==> config.mk <==
export PLATFORM = sky130hd
export DESIGN_NAME = ps2_kbd_tx_flat
export DESIGN_NICKNAME = d
export VERILOG_FILES = /design/src/rtl/ps2_kbd_tx_if.sv /design/src/rtl/ps2_kbd_tx.sv /design/src/flat_wrapper.sv
export SDC_FILE = /design/constraint.sdc
export NUM_CORES = 1
export LEC_CHECK = 0
export BUFFER_PORTS_ARGS = -buffer_cell sky130_fd_sc_hd__buf_2
export CORE_ASPECT_RATIO = 0.8
export CORE_MARGIN = 10
export CORE_UTILIZATION = 35
export CTS_BUF_LIST = sky130_fd_sc_hd__clkbuf_2
export DETAILED_ROUTE_END_ITERATION = 16
export HOLD_SLACK_MARGIN = 0.03
export SLEW_MARGIN = 15
export SYNTH_ARGS = -nofsm -noshare
export SYNTH_HDL_FRONTEND = slang
export SYNTH_SLANG_ARGS = --single-unit
==> constraint.sdc <==
create_clock -name clk -period 2.7 [get_ports clk]
set_input_delay 0.405 -clock clk [delete_from_list [all_inputs] [get_ports clk]]
set_output_delay 0.405 -clock clk [all_outputs]
set_load 0.05 [all_outputs]
==> src/rtl/ps2_kbd_tx_if.sv <==
// Character request handshake between the ASCII source and the PS/2 keyboard transmitter.
interface ps2_kbd_tx_if;
  logic       ascii_valid;
  logic [7:0] ascii_data;
  logic       ascii_ready;
  logic       busy;
  logic       unknown;

  modport master (output ascii_valid, ascii_data, input ascii_ready, busy, unknown);
  modport slave  (input ascii_valid, ascii_data, output ascii_ready, busy, unknown);
endinterface

==> src/rtl/ps2_kbd_tx.sv <==
// PS/2 keyboard-side transmitter: ASCII 0-9/A-Z -> scan-code-set-2 frames on push-pull ps2_clk/ps2_dat.
// Define PS2_KBD_TX_BREAK_EN to send make, F0, make (press + release); otherwise make code only.
module ps2_kbd_tx #(
  parameter int CLK_HALF = 2500,
  parameter int BYTE_GAP = 5000
) (
  input  logic             clk,
  input  logic             rst_n,
  ps2_kbd_tx_if.slave      req,
  output logic             ps2_clk,
  output logic             ps2_dat
);

  localparam int PH_MAX = (CLK_HALF > BYTE_GAP) ? CLK_HALF : BYTE_GAP;
  localparam int PH_W   = $clog2(PH_MAX) + 1;

  typedef enum logic [1:0] {IDLE, BIT_HI, BIT_LO, GAP} state_e;

  state_e            state_q;
  logic [PH_W-1:0]   phase_q;
  logic [3:0]        bit_q;
  logic [7:0]        scan_q;
  logic              ps2_clk_q;
  logic              ps2_dat_q;
  logic              ready_q;
  logic              unknown_q;

  logic              lut_hit;
  logic [7:0]        lut_code;
  logic [7:0]        cur_byte;
  logic              last_byte;
  logic              half_end;
  logic              gap_end;

  // ASCII -> set-2 make code; mirrors the on-board decoder's table
  always_comb begin
    lut_hit  = 1'b1;
    lut_code = 8'h00;
    case (req.ascii_data)
      8'h30: lut_code = 8'h45;
      8'h31: lut_code = 8'h16;
      8'h32: lut_code = 8'h1E;
      8'h33: lut_code = 8'h26;
      8'h34: lut_code = 8'h25;
      8'h35: lut_code = 8'h2E;
      8'h36: lut_code = 8'h36;
      8'h37: lut_code = 8'h3D;
      8'h38: lut_code = 8'h3E;
      8'h39: lut_code = 8'h46;
      8'h41: lut_code = 8'h1C;
      8'h42: lut_code = 8'h32;
      8'h43: lut_code = 8'h21;
      8'h44: lut_code = 8'h23;
      8'h45: lut_code = 8'h24;
      8'h46: lut_code = 8'h2B;
      8'h47: lut_code = 8'h34;
      8'h48: lut_code = 8'h33;
      8'h49: lut_code = 8'h43;
      8'h4A: lut_code = 8'h3B;
      8'h4B: lut_code = 8'h42;
      8'h4C: lut_code = 8'h4B;
      8'h4D: lut_code = 8'h3A;
      8'h4E: lut_code = 8'h31;
      8'h4F: lut_code = 8'h44;
      8'h50: lut_code = 8'h4D;
      8'h51: lut_code = 8'h15;
      8'h52: lut_code = 8'h2D;
      8'h53: lut_code = 8'h1B;
      8'h54: lut_code = 8'h2C;
      8'h55: lut_code = 8'h3C;
      8'h56: lut_code = 8'h2A;
      8'h57: lut_code = 8'h1D;
      8'h58: lut_code = 8'h22;
      8'h59: lut_code = 8'h35;
      8'h5A: lut_code = 8'h1A;
      default: lut_hit = 1'b0;
    endcase
  end

  // Frame bit idx of byte b: start 0, data LSB first, odd parity, stop 1
  function automatic logic frame_bit(input logic [7:0] b, input logic [3:0] idx);
    if (idx == 4'd0)       return 1'b0;
    else if (idx <= 4'd8)  return b[3'(idx - 4'd1)];
    else if (idx == 4'd9)  return ~^b;
    else                   return 1'b1;
  endfunction

`ifdef PS2_KBD_TX_BREAK_EN
  logic [1:0] byte_q;
  assign cur_byte  = (byte_q == 2'd1) ? 8'hF0 : scan_q;
  assign last_byte = (byte_q == 2'd2);
`else
  assign cur_byte  = scan_q;
  assign last_byte = 1'b1;
`endif

  assign half_end = (phase_q == PH_W'(CLK_HALF - 1));
  assign gap_end  = (phase_q == PH_W'(BYTE_GAP - 1));

  always_ff @(posedge clk or negedge rst_n) begin
    if (!rst_n) begin
      state_q   <= IDLE;
      phase_q   <= '0;
      bit_q     <= '0;
      scan_q    <= '0;
      ps2_clk_q <= 1'b1;
      ps2_dat_q <= 1'b1;
      ready_q   <= 1'b1;
      unknown_q <= 1'b0;
`ifdef PS2_KBD_TX_BREAK_EN
      byte_q    <= '0;
`endif
    end else begin
      unknown_q <= 1'b0;
      case (state_q)
        IDLE: begin
          if (req.ascii_valid && ready_q) begin
            if (lut_hit) begin
              // start bit goes out on the transfer edge itself
              scan_q    <= lut_code;
              state_q   <= BIT_HI;
              phase_q   <= '0;
              bit_q     <= '0;
              ps2_clk_q <= 1'b1;
              ps2_dat_q <= 1'b0;
              ready_q   <= 1'b0;
`ifdef PS2_KBD_TX_BREAK_EN
              byte_q    <= '0;
`endif
            end else begin
              unknown_q <= 1'b1;
            end
          end
        end
        BIT_HI: begin
          if (half_end) begin
            state_q   <= BIT_LO;
            phase_q   <= '0;
            ps2_clk_q <= 1'b0;
          end else begin
            phase_q <= phase_q + PH_W'(1);
          end
        end
        BIT_LO: begin
          if (half_end) begin
            phase_q   <= '0;
            ps2_clk_q <= 1'b1;
            if (bit_q == 4'd10) begin
              state_q   <= GAP;
              ps2_dat_q <= 1'b1;
            end else begin
              // data only moves while the clock is high
              state_q   <= BIT_HI;
              bit_q     <= bit_q + 4'd1;
              ps2_dat_q <= frame_bit(cur_byte, bit_q + 4'd1);
            end
          end else begin
            phase_q <= phase_q + PH_W'(1);
          end
        end
        GAP: begin
          if (gap_end) begin
            phase_q <= '0;
            if (last_byte) begin
              state_q <= IDLE;
              ready_q <= 1'b1;
            end else begin
              state_q   <= BIT_HI;
              bit_q     <= '0;
              ps2_dat_q <= 1'b0;
`ifdef PS2_KBD_TX_BREAK_EN
              byte_q    <= byte_q + 2'd1;
`endif
            end
          end else begin
            phase_q <= phase_q + PH_W'(1);
          end
        end
        default: state_q <= IDLE;
      endcase
    end
  end

  assign req.ascii_ready = ready_q;
  assign req.busy        = ~ready_q;
  assign req.unknown     = unknown_q;
  assign ps2_clk         = ps2_clk_q;
  assign ps2_dat         = ps2_dat_q;

  a_dat_stable_clk_low: assert property (@(posedge clk) disable iff (!rst_n)
    (!ps2_clk_q && !$past(ps2_clk_q)) |-> $stable(ps2_dat_q));
  a_idle_lines_high: assert property (@(posedge clk) disable iff (!rst_n)
    ready_q |-> (ps2_clk_q && ps2_dat_q));

endmodule

==> src/flat_wrapper.sv <==
// flat-port wrapper written by rule: the top's interface ports become plain ports
module ps2_kbd_tx_flat 
#(
  parameter int CLK_HALF = 2500,
  parameter int BYTE_GAP = 5000
)
  (clk, rst_n, ps2_clk, ps2_dat, req_ascii_valid, req_ascii_data, req_ascii_ready, req_busy, req_unknown);
  ps2_kbd_tx_if req_i ();
  input  logic clk;
  input  logic rst_n;
  output logic ps2_clk;
  output logic ps2_dat;
  input wire logic [$bits(req_i.ascii_valid)-1:0] req_ascii_valid;
  input wire logic [$bits(req_i.ascii_data)-1:0] req_ascii_data;
  output wire logic [$bits(req_i.ascii_ready)-1:0] req_ascii_ready;
  output wire logic [$bits(req_i.busy)-1:0] req_busy;
  output wire logic [$bits(req_i.unknown)-1:0] req_unknown;
  assign req_i.ascii_valid = req_ascii_valid;
  assign req_i.ascii_data = req_ascii_data;
  assign req_ascii_ready = req_i.ascii_ready;
  assign req_busy = req_i.busy;
  assign req_unknown = req_i.unknown;
  ps2_kbd_tx #(.CLK_HALF(CLK_HALF), .BYTE_GAP(BYTE_GAP)) u_core (.clk(clk), .rst_n(rst_n), .req(req_i), .ps2_clk(ps2_clk), .ps2_dat(ps2_dat));
endmodule
# Yosys cells after proc, flatten, opt, wreduce, memory -nomap -nowiden
# Index checks and enable logic that the tools add are counted.
[totals]
regBits = 32
out_inout_bits = 5
[op_classes]
n_addsub = 3
order_cmp = 2
eq_ne = 49
mux = 39
bitwise_logic = 1
n_reduce_logical = 16
[op_table]
columns = ["operator", "n"]
rows = [
  ["one-hot mux 7 bit (36 select lines)", 1],
  ["== test 8 x 7 -> 1 bit (second input constant)", 26],
  ["== test 8 x 6 -> 1 bit (second input constant)", 10],
  ["two-way mux 14 bit", 4],
  ["one-hot mux 14 bit (3 select lines)", 1],
  ["OR reduction 36 bit", 1],
  ["two-way mux 1 bit", 17],
  ["two-way mux 4 bit", 4],
  ["AND reduction 5 bit", 3],
  ["adder 14 x 1 -> 14 bit (second input constant)", 1],
  ["== test 14 x 12 -> 1 bit (second input constant)", 1],
  ["== test 14 x 13 -> 1 bit (second input constant)", 1],
  ["two-way mux 2 bit", 6],
  ["inequality test 2 x 1 -> 1 bit (second input constant)", 5],
  ["== test 4 bit (second input constant)", 2],
  ["one-hot mux 2 bit (4 select lines)", 1],
  ["one-hot mux 4 bit (2 select lines)", 1],
  ["AND reduction 4 bit", 2],
  ["XNOR reduction 8 bit", 1],
  ["adder 4 x 1 -> 4 bit (second input constant)", 1],
  ["== test 2 bit (second input constant)", 2],
  ["<= comparator 4 bit (second input constant)", 1],
  ["logical NOT 4 bit", 1],
  ["less-than comparator 3 x 4 -> 1 bit (second input constant)", 1],
  ["other kinds (14)", 16],
]

# Depth between registers and ports, before layout
# Gate-level depths: netlist (run 1).
[logic_depth]
ltp_word = 9
depth_mapped = 9

# Least setup slack after synthesis (run 1)
# Ideal clock, no wire load.
[synth_path]
path_type = "input port to flip-flop"
startpoint = "input port req_ascii_data[2]"
endpoint = "register u_core.bit_q[3]"
arrival_ns = 2.226
required_time_ns = 2.572
slack_ns = 0.346
stages = 6
cell_sequence = "or4b_4 > nor4_4 > nor4bb_2 > a31o_2 > a211oi_2 > mux2_1"
[synth_between]
elab_chain_len = 5
elab_cells_between_ends = 40
[synth_lines]
columns = ["element", "line", "text"]
rows = [
  ["start, declared", "flat_wrapper.sv:14", "input wire logic [$bits(req_i.ascii_data)-1:0] req_ascii_data;"],
  ["== test 8 x 6 -> 1 bit or == test 8 x 7 -> 1 bit (tied branches)", "ps2_kbd_tx.sv:39", "case (req.ascii_data)"],
  ["OR reduction 36 bit (no line) (*)", "--", ""],
  ["two-way mux 1 bit (*)", "ps2_kbd_tx.sv:39", ""],
  ["inequality test 2 x 1 -> 1 bit (no line) (*)", "--", ""],
  ["AND reduction 5 bit (no line) (*)", "--", ""],
  ["end signal, assigned", "ps2_kbd_tx.sv:154", "bit_q <= bit_q + 4'd1;"],
  ["end, declared", "ps2_kbd_tx.sv:21", "logic [3:0] bit_q;"],
]
# Every way passes the cells marked *; elsewhere a longest branch is shown, timed or not.
# A chain may end at the register's enable or synchronous reset.

# Final worst setup path (run 1)
[layout_path]
startpoint = "register u_core.phase_q[3]"
endpoint = "register u_core.phase_q[4]"
[layout_between]
elab_chain_len = 3
elab_cells_between_ends = 6
[layout_lines]
columns = ["element", "line", "text"]
rows = [
  ["start, declared", "ps2_kbd_tx.sv:20", "logic [PH_W-1:0] phase_q;"],
  ["start signal, assigned", "ps2_kbd_tx.sv:141", "phase_q <= phase_q + PH_W'(1);"],
  ["start signal, assigned", "ps2_kbd_tx.sv:158", "phase_q <= phase_q + PH_W'(1);"],
  ["start signal, assigned", "ps2_kbd_tx.sv:176", "phase_q <= phase_q + PH_W'(1);"],
  ["adder 14 x 1 -> 14 bit (tied with other cells)", "ps2_kbd_tx.sv:141, ps2_kbd_tx.sv:158, ps2_kbd_tx.sv:176", ""],
  ["two-way mux 14 bit (on tied branches)", "ps2_kbd_tx.sv:162, ps2_kbd_tx.sv:136, ps2_kbd_tx.sv:145", ""],
  ["one-hot mux 14 bit (3 select lines) (*)", "ps2_kbd_tx.sv:115", "case (state_q)"],
]
# Marks and branches as above.

==> reports/metrics.yaml, run 1 <==
sta:
  hold_viol: 0
  finalCriticalPeriod_ns: 2.35
  worstMarginPinSlew_ns: 0.723
  slew_headroom_pct: 51.5
  tns_ns: 0
  fin_crit_sh_pct: 87.0
  layout_setup_ws_ns: 0.351
  fin_worst_skew_ns: 0.0253
  setup_violations: 0
  max_freq_ghz: 0.426
  slew_viol_final: 0
  rsz0062_at_grt: "no"
power:
  p_per_area_nw_per_um2: 299
  cellLeakagePower_nw: 1.29
  peakVddDrop_v: 0.000214
job:
  max_cap_viol_count: 0
logic_synthesis:
  ys_seq_area_share_pct: 27.9
  syn-num-nets: 361
  yosysWarningCount: 0
  synth_cell_types: 70
  ys_ff_latch: 31
  async_reset_ff_share_pct: 100
  syn_area_um2: 2800
  yosysTopAreaCell: "dfrtp_1"
  synth_top_area_share_pct: 25.0
  postSynthAreaPerCell_um2: 8.20
  synth_edf_count: 0
  ys.flop_type: "dfrtp_1"
  netlist_instances: 341
  synth_area_leaders: "dfrtp_1 (25%), ha_1 (4.0%), nor2_1 (3.8%)"
finish:
  antennaDiodeCount: 0
  area_growth_pct: 12.5
  stdcell_area_um2: 3150
  fillers: 835
  nets: 383
  drive_gt1_share_pct: 17.6
  most-common-layout-cells: "nor2_1 (28), dfrtp_1 (28), nand2_1 (25), o21ai_0 (21), buf_4 (21)"
worst_setup_path:
  start_kind: "flip-flop"
  worst_path_max_delay_cell: "o41ai_1"
  cp_cell_sequence: "or3_1, o41ai_1, a21oi_1, buf_4, and3_1, a31oi_1, o21ai_0"
  cp-end-kind: "flip-flop"
  path_class: "reg -> reg"
  worstPathRequired_ns: 2.95
  reg2reg_slack_ns: 0.35
  critPathMaxStageDelay_ns: 0.54
  worstPathArrival_ns: 2.60
  cp_max_fo: 11
drt:
  firstDrtPassIters: 4
  wl_mm: 7.45
  vias_per_cell: 5.75
  via_count: 2712
  dr.first_iter.drc_count: 245
  avgRoutedWirePerCell_um: 15.8
  detail-route-antenna-nets: 0
  drc_errors: 0
placed_design:
  io_buffer_count: 15
  gp_congestion: 0.923
  place_ws_ns: 0.101
  dpl.hpwl_mm: 5.47
  placed_cell_area_um2: 3080
floorplanning:
  fp-row-count: 29
  dieArea_um2: 12000
  io_pins: 16
  coreArea_um2: 7870
  die_height_um: 100
  start_util_pct: 35.5
  die_w_um: 120
clocking:
  cts_setup_buffers: 0
  cts_root_buffer: "clkbuf_2"
  cts_buffers: 5
  clk_pin_slew_ns: 0.20
  cts_sinks: 31
  h-tree-depth: 2
  insertion_delay_ns: 0.37
  cts_resized: 0
  hold_buffers: 0
  cts_tree: "done"
  clockBufferDepth: 2
grt:
  grt_pass1_vias: 2613
  grtUsageTotal_pct: 12.8
  grt_first_pass_wirelength_mm: 13.0
  grt_max_degree: 32
  antenna_found_initial: 0
  globalRouteOverflowTotal: 0
worst_hold_path:
  hold_path.class: "in -> async"
run_status:
  status: "complete, no violations"
## logic make-up (layout without fill, tap and decap cells)
group	count (synthesis)	after routing	synth area share, %
and+or+nand+nor	139	139	28.3
AOI/OAI and AO/OA	106	106	27.1
buffers and inverters	36	59	5.50
DFF	31	31	27.9
xor gates and xnor gates	11	11	3.44
adders and majority gates	10	10	4.38
muxes	8	8	3.44
## per-stage QoR
stage          hold slack (ns)  total power (W)  util, %  std cells
2_1_floorplan            0.109         0.000565        -        341
3_3_place_gp             0.507         0.000614     39.2        464
3_5_place_dp             0.516         0.000615     39.2        464
4_1_cts                 0.0644         0.000955     40.0        472
5_1_grt                 0.0790         0.000989     40.0        472
6_report                0.0521         0.000941     40.0        472
## where the power goes
group	leakage, nW	switching, W	internal (W)
clock network	0.0404	0.000180	0.000152
registers	0.382	0	0.000465
logic	0.872	0.0000938	0.0000495
total	1.29	0.000274	0.000667
## critical path, delay by kind of cell, from the launching register on
family	cells	cell delay, ns
DFF	1	0.46
buffers and inverters	1	0.21
AOI/OAI and AO/OA	4	0.93
and+or+nand+nor	2	0.64
## registers in the layout, summed over array words and instances, names as in the netlist
signal                  cells
u_core.cur_byte             7
u_core.state_q              2
u_core.req.unknown          1
u_core.ps2_dat              1
u_core.req.ascii_ready      1
u_core.phase_q             14
u_core.ps2_clk              1
u_core.bit_q                4
## final cells by class
cell class                      instances  area (um2)  area share [%]
Clock buffer                            5        25.0           0.795
Clock inverter                          3        38.8            1.23
Inverter                               14        52.6            1.67
Multi-Input combinational cell        274        1860            59.2
Sequential cell                        31         779            24.8
Tap cell                              108         135            4.29
Timing Repair Buffer                   37         253            8.03
## layer usage
| layer | routed length (um) | vias up | track usage (%) | share of wire, % |
|---|---|---|---|---|
| li1 | - | 1337 | - | - |
| met1 | 3840 | 1300 | 18.9 | 52 |
| met2 | 3120 | 71 | 18.6 | 42 |
| met3 | 412 | 4 | 2.08 | 5.5 |
| met4 | 74 | 0 | 3.33 | 0.99 |
| met5 | 0 | - | 0 | 0 |
## cells in the mapped netlist, types with 3 or more instances
library cell,number
a21oi_1,20
buf_1,4
and3_1,10
nand4_1,4
o32a_1,3
a31oi_1,16
mux2i_1,4
nor4_1,3
or4bb_1,3
o211ai_1,3
o31ai_1,8
nand2b_1,11
nor2_1,28
or3_1,4
xnor2_1,7
nor3_1,8
o41ai_1,4
xor2_1,4
dfstp_2,3
nor2b_1,7
inv_1,14
ha_1,9
and2_1,3
nand2_1,25
dfrtp_1,28
o21ai_0,21
a32oi_1,3
clkbuf_1,10
o22ai_1,3
or2_2,3
buf_2,6
nand3_1,14
## path summary, 6_finish.rpt
path | startpoint | to | cells past startpoint
setup / recovery | u_core.phase_q[3] | u_core.phase_q[4] | 7
hold / removal | rst_n | u_core.bit_q[0] | 1
min in group clk | req_ascii_valid | u_core.req.unknown | 3
hold reg to reg | u_core.ps2_clk | u_core.ps2_clk | 1
setup reg to reg | u_core.phase_q[3] | u_core.phase_q[4] | 7
max in group asynchronous | rst_n | u_core.phase_q[3] | 1
No activity file was read; power rests on OpenSTA's default activity.
==> run 2, diff against run 1 <==
--- a/config.mk
+++ b/config.mk
@@ -6,11 +6,11 @@
 export NUM_CORES = 1
 export LEC_CHECK = 0
 export BUFFER_PORTS_ARGS = -buffer_cell sky130_fd_sc_hd__buf_2
-export CORE_ASPECT_RATIO = 0.8
 export CORE_MARGIN = 10
 export CORE_UTILIZATION = 35
 export CTS_BUF_LIST = sky130_fd_sc_hd__clkbuf_2
 export DETAILED_ROUTE_END_ITERATION = 16
+export GPL_TIMING_DRIVEN = 0
 export HOLD_SLACK_MARGIN = 0.03
 export SLEW_MARGIN = 15
 export SYNTH_ARGS = -nofsm -noshare
==> run 2 against run 1 <==
  * Fmax decreased by 5.5%
  * Clock power decreased by 31%
  * Power decreased by 11%
  * Count of clock-buffer cells in the layout increased by 1
  * Die area decreased by 0.19%
  * Register-to-register slack got worse by 0.14 ns
  * Cell area decreased by 3.0%
  * Largest power group unchanged
  * Combinational power decreased by 3%
  * Cell count decreased by 1.3%
  * First-iteration DRC count decreased by 20%
  * Critical path type unchanged
  * Routed wire length decreased by 1.7%
  * Sequential power about the same
==> reports/metrics.yaml, run 2 (same netlist as run 1, synthesis figures left out) <==
grt:
  grtUsageTotal_pct: 12.4  # was 12.8%
  globalRouteOverflowTotal: 0  # unchanged
  grt_max_degree: 32  # unchanged
  antenna_found_initial: 1  # was 0
  grt_first_pass_wirelength_mm: 12.2  # was 13.0 mm
  grt_pass1_vias: 2524  # was 2613
sta:
  slew_headroom_pct: 51.6  # was 51.5%
  rsz0062_at_grt: "no"  # unchanged
  fin_crit_sh_pct: 92.1  # was 87.0%
  worstMarginPinSlew_ns: 0.721  # was 0.723 ns
  finalCriticalPeriod_ns: 2.49  # was 2.35 ns
  hold_viol: 0  # unchanged
  slew_viol_final: 0  # unchanged
  fin_worst_skew_ns: 0.0109  # was 0.0253 ns
  max_freq_ghz: 0.402  # was 0.426 GHz
  tns_ns: 0  # unchanged
  setup_violations: 0  # unchanged
  layout_setup_ws_ns: 0.213  # was 0.351 ns
finish:
  regArea_um2: 779  # unchanged
  multi_input_area_um2: 1880  # was 1860 um2
  stdcell_count: 466  # was 472
  top_register: "u_core.phase_q"  # unchanged
  fillers: 820  # was 835
  area_growth_pct: 9.12  # was 12.5%
  nets: 382  # was 383
  largest_reg_flops: 14  # unchanged
  most-common-layout-cells: "nor2_1 (28), dfrtp_1 (28), nand2_1 (25), o21ai_0 (21), buf_2 (20)"  # was nor2_1 (28), dfrtp_1 (28), nand2_1 (25), o21ai_0 (21), buf_4 (21)
  final_core_util_pct: 39.3  # was 40.0%
  drive_gt1_share_pct: 14.0  # was 17.6%
floorplanning:
  fp-row-count: 32  # was 29
  start_util_pct: 36.0  # was 35.5%
  die_w_um: 109  # was 120 um
  io_pins: 16  # unchanged
  coreArea_um2: 7770  # was 7870 um2
  die_height_um: 109  # was 100 um
  dieArea_um2: 12000  # about the same
clocking:
  cts_setup_buffers: 0  # unchanged
  cts_buffers: 5  # unchanged
  cts_root_buffer: "clkbuf_2"  # unchanged
  cts_sinks: 31  # unchanged
  hold_buffers: 0  # unchanged
  clockBufferDepth: 2  # unchanged
  insertion_delay_ns: 0.38  # was 0.37 ns
  cts_tree: "done"  # unchanged
  cts_resized: 0  # unchanged
  clk_pin_slew_ns: 0.17  # was 0.20 ns
  h-tree-depth: 2  # unchanged
worst_setup_path:
  reg2regPathDepth: 7  # unchanged
  path_class: "reg -> reg"  # unchanged
  reg2reg_slack_ns: 0.21  # was 0.35 ns
  cp_max_fo: 10  # was 11
  start_kind: "flip-flop"  # unchanged
  reg2reg_to: "u_core.phase_q[9]"  # was u_core.phase_q[4]
  worstPathArrival_ns: 2.75  # was 2.60 ns
  worstPathRequired_ns: 2.97  # was 2.95 ns
  reg2reg_from: "u_core.phase_q[9]"  # was u_core.phase_q[3]
  cp-end-kind: "flip-flop"  # unchanged
placed_design:
  gp_congestion: 1.01  # was 0.923
  place_ws_ns: -0.110  # was 0.101 ns
  dp.cells: 457  # was 464
  dpl.hpwl_mm: 5.46  # was 5.47 mm
  io_buffer_count: 14  # was 15
worst_hold_path:
  hold_path.class: "in -> async"  # unchanged
drt:
  drc_errors: 0  # unchanged
  dr.first_iter.drc_count: 195  # was 245
  wl_mm: 7.32  # was 7.45 mm
  vias_per_cell: 5.94  # was 5.75
  firstDrtPassIters: 5  # was 4
  detail-route-antenna-nets: 0  # unchanged
  avgRoutedWirePerCell_um: 15.7  # was 15.8 um
  via_count: 2770  # was 2712
power:
  finalPower_w: 0.000835  # was 0.000941 W
  p_per_area_nw_per_um2: 274  # was 299 nW/um2
  peakVddDrop_v: 0.000110  # was 0.000214 V
  cellLeakagePower_nw: 1.22  # was 1.29 nW
run_status:
  status: "complete, no violations"  # unchanged
job:
  max_cap_viol_count: 0  # unchanged
run 2: cell count changes in the layout (fill, tap and decap cells not counted), moves of 4 or more:
cell      delta
clkbuf_1    +10
buf_2        +5
buf_1        +4
buf_4       -20
run 2: final cells by class:
type,instances,area share [%]
antenna,1,0.0820
buffer,22,3.32
clock buffer,6,0.984
clock inverter,2,0.246
inverter,14,1.72
multi-input combinational,274,61.6
sequential,31,25.5
tap,102,4.18
timing repair buffer,14,2.30
run 2: stage by stage:
stage	instance area (um2)	hold WS, ns
after detailed placement	3000	0.499
after floorplan	2800	0.109
after global placement	3000	0.488
after global routing	3050	0.0869
final	3050	0.0338
after CTS	3030	0.0489
run 2: layer usage:
metal	vias up	GRT usage [%]	routed length, um
met4	0	5.86	196
met3	18	1.99	449
met5	-	0	0
met1	1316	16.3	3380
met2	99	19.3	3300
li1	1337	-	-
run 2: how the worst max path moves through the flow:
stage	start	end	slack, ns	cells past startpoint
4_1_cts	u_core.phase_q[9]	u_core.bit_q[3]	0.06	5
3_3_place_gp	req_ascii_data[4]	u_core.bit_q[3]	-0.07	8
6_report	u_core.phase_q[9]	u_core.phase_q[9]	0.21	7
5_1_grt	u_core.phase_q[9]	u_core.phase_q[8]	0.05	7
2_1_floorplan	req_ascii_data[2]	u_core.bit_q[3]	0.35	6
3_5_place_dp	req_ascii_data[4]	u_core.bit_q[3]	-0.11	8
run 2: power breakdown:
group          leakage [nW]  total [W]  internal (W)  switching [W]
sequential            0.382   0.000465      0.000465              0
clock                0.0281   0.000231     0.0000622       0.000169
combinational         0.810   0.000139     0.0000453      0.0000939
total                  1.22   0.000835      0.000572       0.000263
run 2: critical path, stage by stage (launching register included):
cell and delay (ns):
dfrtp_1 0.49, or4bb_1 0.56, o41ai_1 0.36, a21oi_2 0.21, clkbuf_1 0.29, and3_1 0.24
a31oi_1 0.14, o31ai_1 0.09
==> run 3, diff against run 2 <==
--- a/config.mk
+++ b/config.mk
@@ -12,6 +12,7 @@
 export DETAILED_ROUTE_END_ITERATION = 16
 export GPL_TIMING_DRIVEN = 0
 export HOLD_SLACK_MARGIN = 0.03
+export PLACE_DENSITY = 0.62
 export SLEW_MARGIN = 15
 export SYNTH_ARGS = -nofsm -noshare
 export SYNTH_HDL_FRONTEND = slang
==> run 3 against run 2 <==
  * Clock power about the same
  * Global-route usage fell by 0.17 points
  * Cell count fell by 0.21%
  * Utilization grew 0.13 points
  * Via count fell by 0.65%
  * Count of clock-buffer cells in the layout did not move
  * Cell area up 0.33%
  * Critical path type unchanged
  * Non-clock buffer count unchanged
  * Largest power group unchanged
  * Setup slack lost 0.028 ns
==> reports/metrics.yaml, run 3 (same netlist as run 1, synthesis figures left out) <==
finish:
  largest_reg_flops: 14  # unchanged
  area_growth_pct: 9.48  # was 9.12%
  fillers: 833  # was 820
  antennaDiodeCount: 0  # was 1
  stdcell_area_um2: 3060  # was 3050 um2
  top_register: "u_core.phase_q"  # unchanged
  regArea_um2: 779  # unchanged
  nets: 382  # unchanged
  drive_gt1_share_pct: 14.9  # was 14.0%
  most-common-layout-cells: "nor2_1 (28), dfrtp_1 (28), nand2_1 (25), o21ai_0 (21), buf_2 (20)"  # unchanged
  multi_input_area_um2: 1890  # was 1880 um2
grt:
  globalRouteOverflowTotal: 0  # unchanged
  grt_pass1_vias: 2523  # was 2524
  grtUsageMet2_pct: 19.3  # about the same
  grtUsageTotal_pct: 12.2  # was 12.4%
  busiest_layer: "met2"  # unchanged
  grt_max_degree: 32  # unchanged
  grtUsageMet3_pct: 1.70  # was 1.99%
  antenna_found_initial: 0  # was 1
  use_met1_pct: 16.8  # was 16.3%
  grt_first_pass_wirelength_mm: 12.3  # was 12.2 mm
sta:
  max_freq_ghz: 0.398  # was 0.402 GHz
  rsz0062_at_grt: "no"  # unchanged
  tns_ns: 0  # unchanged
  finalCriticalPeriod_ns: 2.51  # was 2.49 ns
  setup_violations: 0  # unchanged
  fin_worst_skew_ns: 0.0142  # was 0.0109 ns
  fin_crit_sh_pct: 93.1  # was 92.1%
  slew_headroom_pct: 53.1  # was 51.6%
  slew_viol_final: 0  # unchanged
  worstMarginPinSlew_ns: 0.693  # was 0.721 ns
  hold_viol: 0  # unchanged
clocking:
  cts_tree: "done"  # unchanged
  cts_buffers: 5  # unchanged
  insertion_delay_ns: 0.37  # was 0.38 ns
  cts_root_buffer: "clkbuf_2"  # unchanged
  clk_pin_slew_ns: 0.17  # about the same
  cts_sinks: 31  # unchanged
  cts_setup_buffers: 0  # unchanged
  h-tree-depth: 2  # unchanged
  clockBufferDepth: 2  # unchanged
worst_setup_path:
  start_kind: "flip-flop"  # unchanged
  cp_cell_sequence: "or4bb_1, nor4_2, a21oi_1, a211oi_2, mux2_1"  # was or4bb_1, o41ai_1, a21oi_2, clkbuf_1, and3_1, a31oi_1, o31ai_1
  crit_path_start: "u_core.phase_q[9]"  # unchanged
  reg2reg_slack_ns: 0.19  # was 0.21 ns
  path_class: "reg -> reg"  # unchanged
  worst_path_max_delay_cell: "or4bb_1"  # unchanged
  reg2regPathDepth: 5  # was 7
  critPathMaxStageDelay_ns: 0.59  # was 0.56 ns
  worstPathArrival_ns: 2.78  # was 2.75 ns
  cp-end-kind: "flip-flop"  # unchanged
  reg2reg_to: "u_core.bit_q[3]"  # was u_core.phase_q[9]
  worstPathRequired_ns: 2.97  # about the same
  cp_max_fo: 8  # was 10
  endpoint: "u_core.bit_q[3]"  # was u_core.phase_q[9]
  reg2reg_from: "u_core.phase_q[9]"  # unchanged
job:
  max_cap_viol_count: 0  # unchanged
floorplanning:
  start_util_pct: 36.0  # unchanged
  die_height_um: 109  # unchanged
  fp-row-count: 32  # unchanged
  coreArea_um2: 7770  # unchanged
  dieArea_um2: 12000  # unchanged
  io_pins: 16  # unchanged
  die_w_um: 109  # unchanged
drt:
  avgRoutedWirePerCell_um: 16.0  # was 15.7 um
  dr.first_iter.drc_count: 138  # was 195
  drc_errors: 0  # unchanged
  firstDrtPassIters: 5  # unchanged
  vias_per_cell: 5.92  # was 5.94
  wl_mm: 7.42  # was 7.32 mm
  detail-route-antenna-nets: 0  # unchanged
  via_count: 2752  # was 2770
worst_hold_path:
  hold_path.class: "in -> async"  # unchanged
placed_design:
  placed_cell_area_um2: 3000  # unchanged
  dpl.hpwl_mm: 5.40  # was 5.46 mm
  io_buffer_count: 14  # unchanged
  gp_congestion: 0.978  # was 1.01
run_status:
  status: "complete, no violations"  # unchanged
power:
  power.internal_w: 0.000576  # was 0.000572 W
  p_comb_share_pct: 16.7  # about the same
  power_frac_clock_pct: 27.8  # was 27.7%
  p_sw_share_pct: 31.2  # was 31.5%
  seq_power_share_pct: 55.5  # was 55.7%
  peakVddDrop_v: 0.0000950  # was 0.000110 V
  p_per_area_nw_per_um2: 274  # about the same
  cellLeakagePower_nw: 1.23  # was 1.22 nW
  switchingPower_w: 0.000262  # was 0.000263 W
run 3: changes by cell type in the layout (fill, tap and decap cells not counted):
cell	before	now
o41ai_1	3	2
clkinv_1	2	0
o41ai_2	1	2
diode_2	1	0
clkinvlp_4	0	1
clkinv_2	0	1
run 3: worst min path at each step:
stage | startpoint | end | slack [ns] | cells past startpoint
2_1_floorplan | rst_n | u_core.bit_q[0] | 0.11 | 0
3_3_place_gp | rst_n | u_core.phase_q[9] | 0.49 | 1
3_5_place_dp | rst_n | u_core.phase_q[9] | 0.49 | 1
4_1_cts | rst_n | u_core.bit_q[1] | 0.05 | 1
5_1_grt | rst_n | u_core.bit_q[2] | 0.08 | 1
6_report | rst_n | u_core.phase_q[13] | 0.05 | 1
run 3: per-stage QoR:
stage | power [W] | utilization, % | hold WS (ns) | cells | setup WS [ns]
2_1_floorplan | 0.000565 | - | 0.109 | 341 | 0.346
3_3_place_gp | 0.000608 | 38.6 | 0.488 | 457 | -0.0712
3_5_place_dp | 0.000610 | 38.6 | 0.495 | 457 | -0.103
4_1_cts | 0.000846 | 39.2 | 0.0466 | 465 | 0.140
5_1_grt | 0.000879 | 39.4 | 0.0751 | 465 | 0.0448
6_report | 0.000838 | 39.4 | 0.0518 | 465 | 0.186
run 3: layer usage:
| layer | routed length, um | up-vias |
|---|---|---|
| li1 | - | 1332 |
| met1 | 3560 | 1319 |
| met2 | 3400 | 91 |
| met3 | 346 | 10 |
| met4 | 108 | 0 |
| met5 | 0 | - |
run 3: timing repair:
action / in CTS / in global routing
resized for setup: 1 / 3
hold buffers: 0 / 0
endpoints found under the setup margin: 1 / 4
run 3: area by class of cell:
| type | count | area share, % |
|---|---|---|
| clock buffer | 6 | 0.980 |
| clock inverter | 2 | 0.408 |
| inverter | 14 | 1.72 |
| tap | 102 | 4.17 |
| timing repair buffer | 14 | 2.29 |
| multi-input combinational | 274 | 61.7 |
| sequential | 31 | 25.4 |
| buffer | 22 | 3.31 |
run 3: critical path: cells and delay by family, from the launching register on:
kind             cells  cell delay [ns]
AND/OR/NAND/NOR      2             1.01
AO/OA/AOI/OAI        2             0.55
flip-flops           1             0.49
multiplexers         1             0.36
run 3: power by group through the flow:
stage	logic (W)	registers, W	clock network (W)
2_1_floorplan	0.0000914	0.000473	0
3_3_place_gp	0.000135	0.000473	0
3_5_place_dp	0.000137	0.000473	0
4_1_cts	0.000137	0.000465	0.000243
5_1_grt	0.000152	0.000465	0.000262
6_report	0.000140	0.000465	0.000233
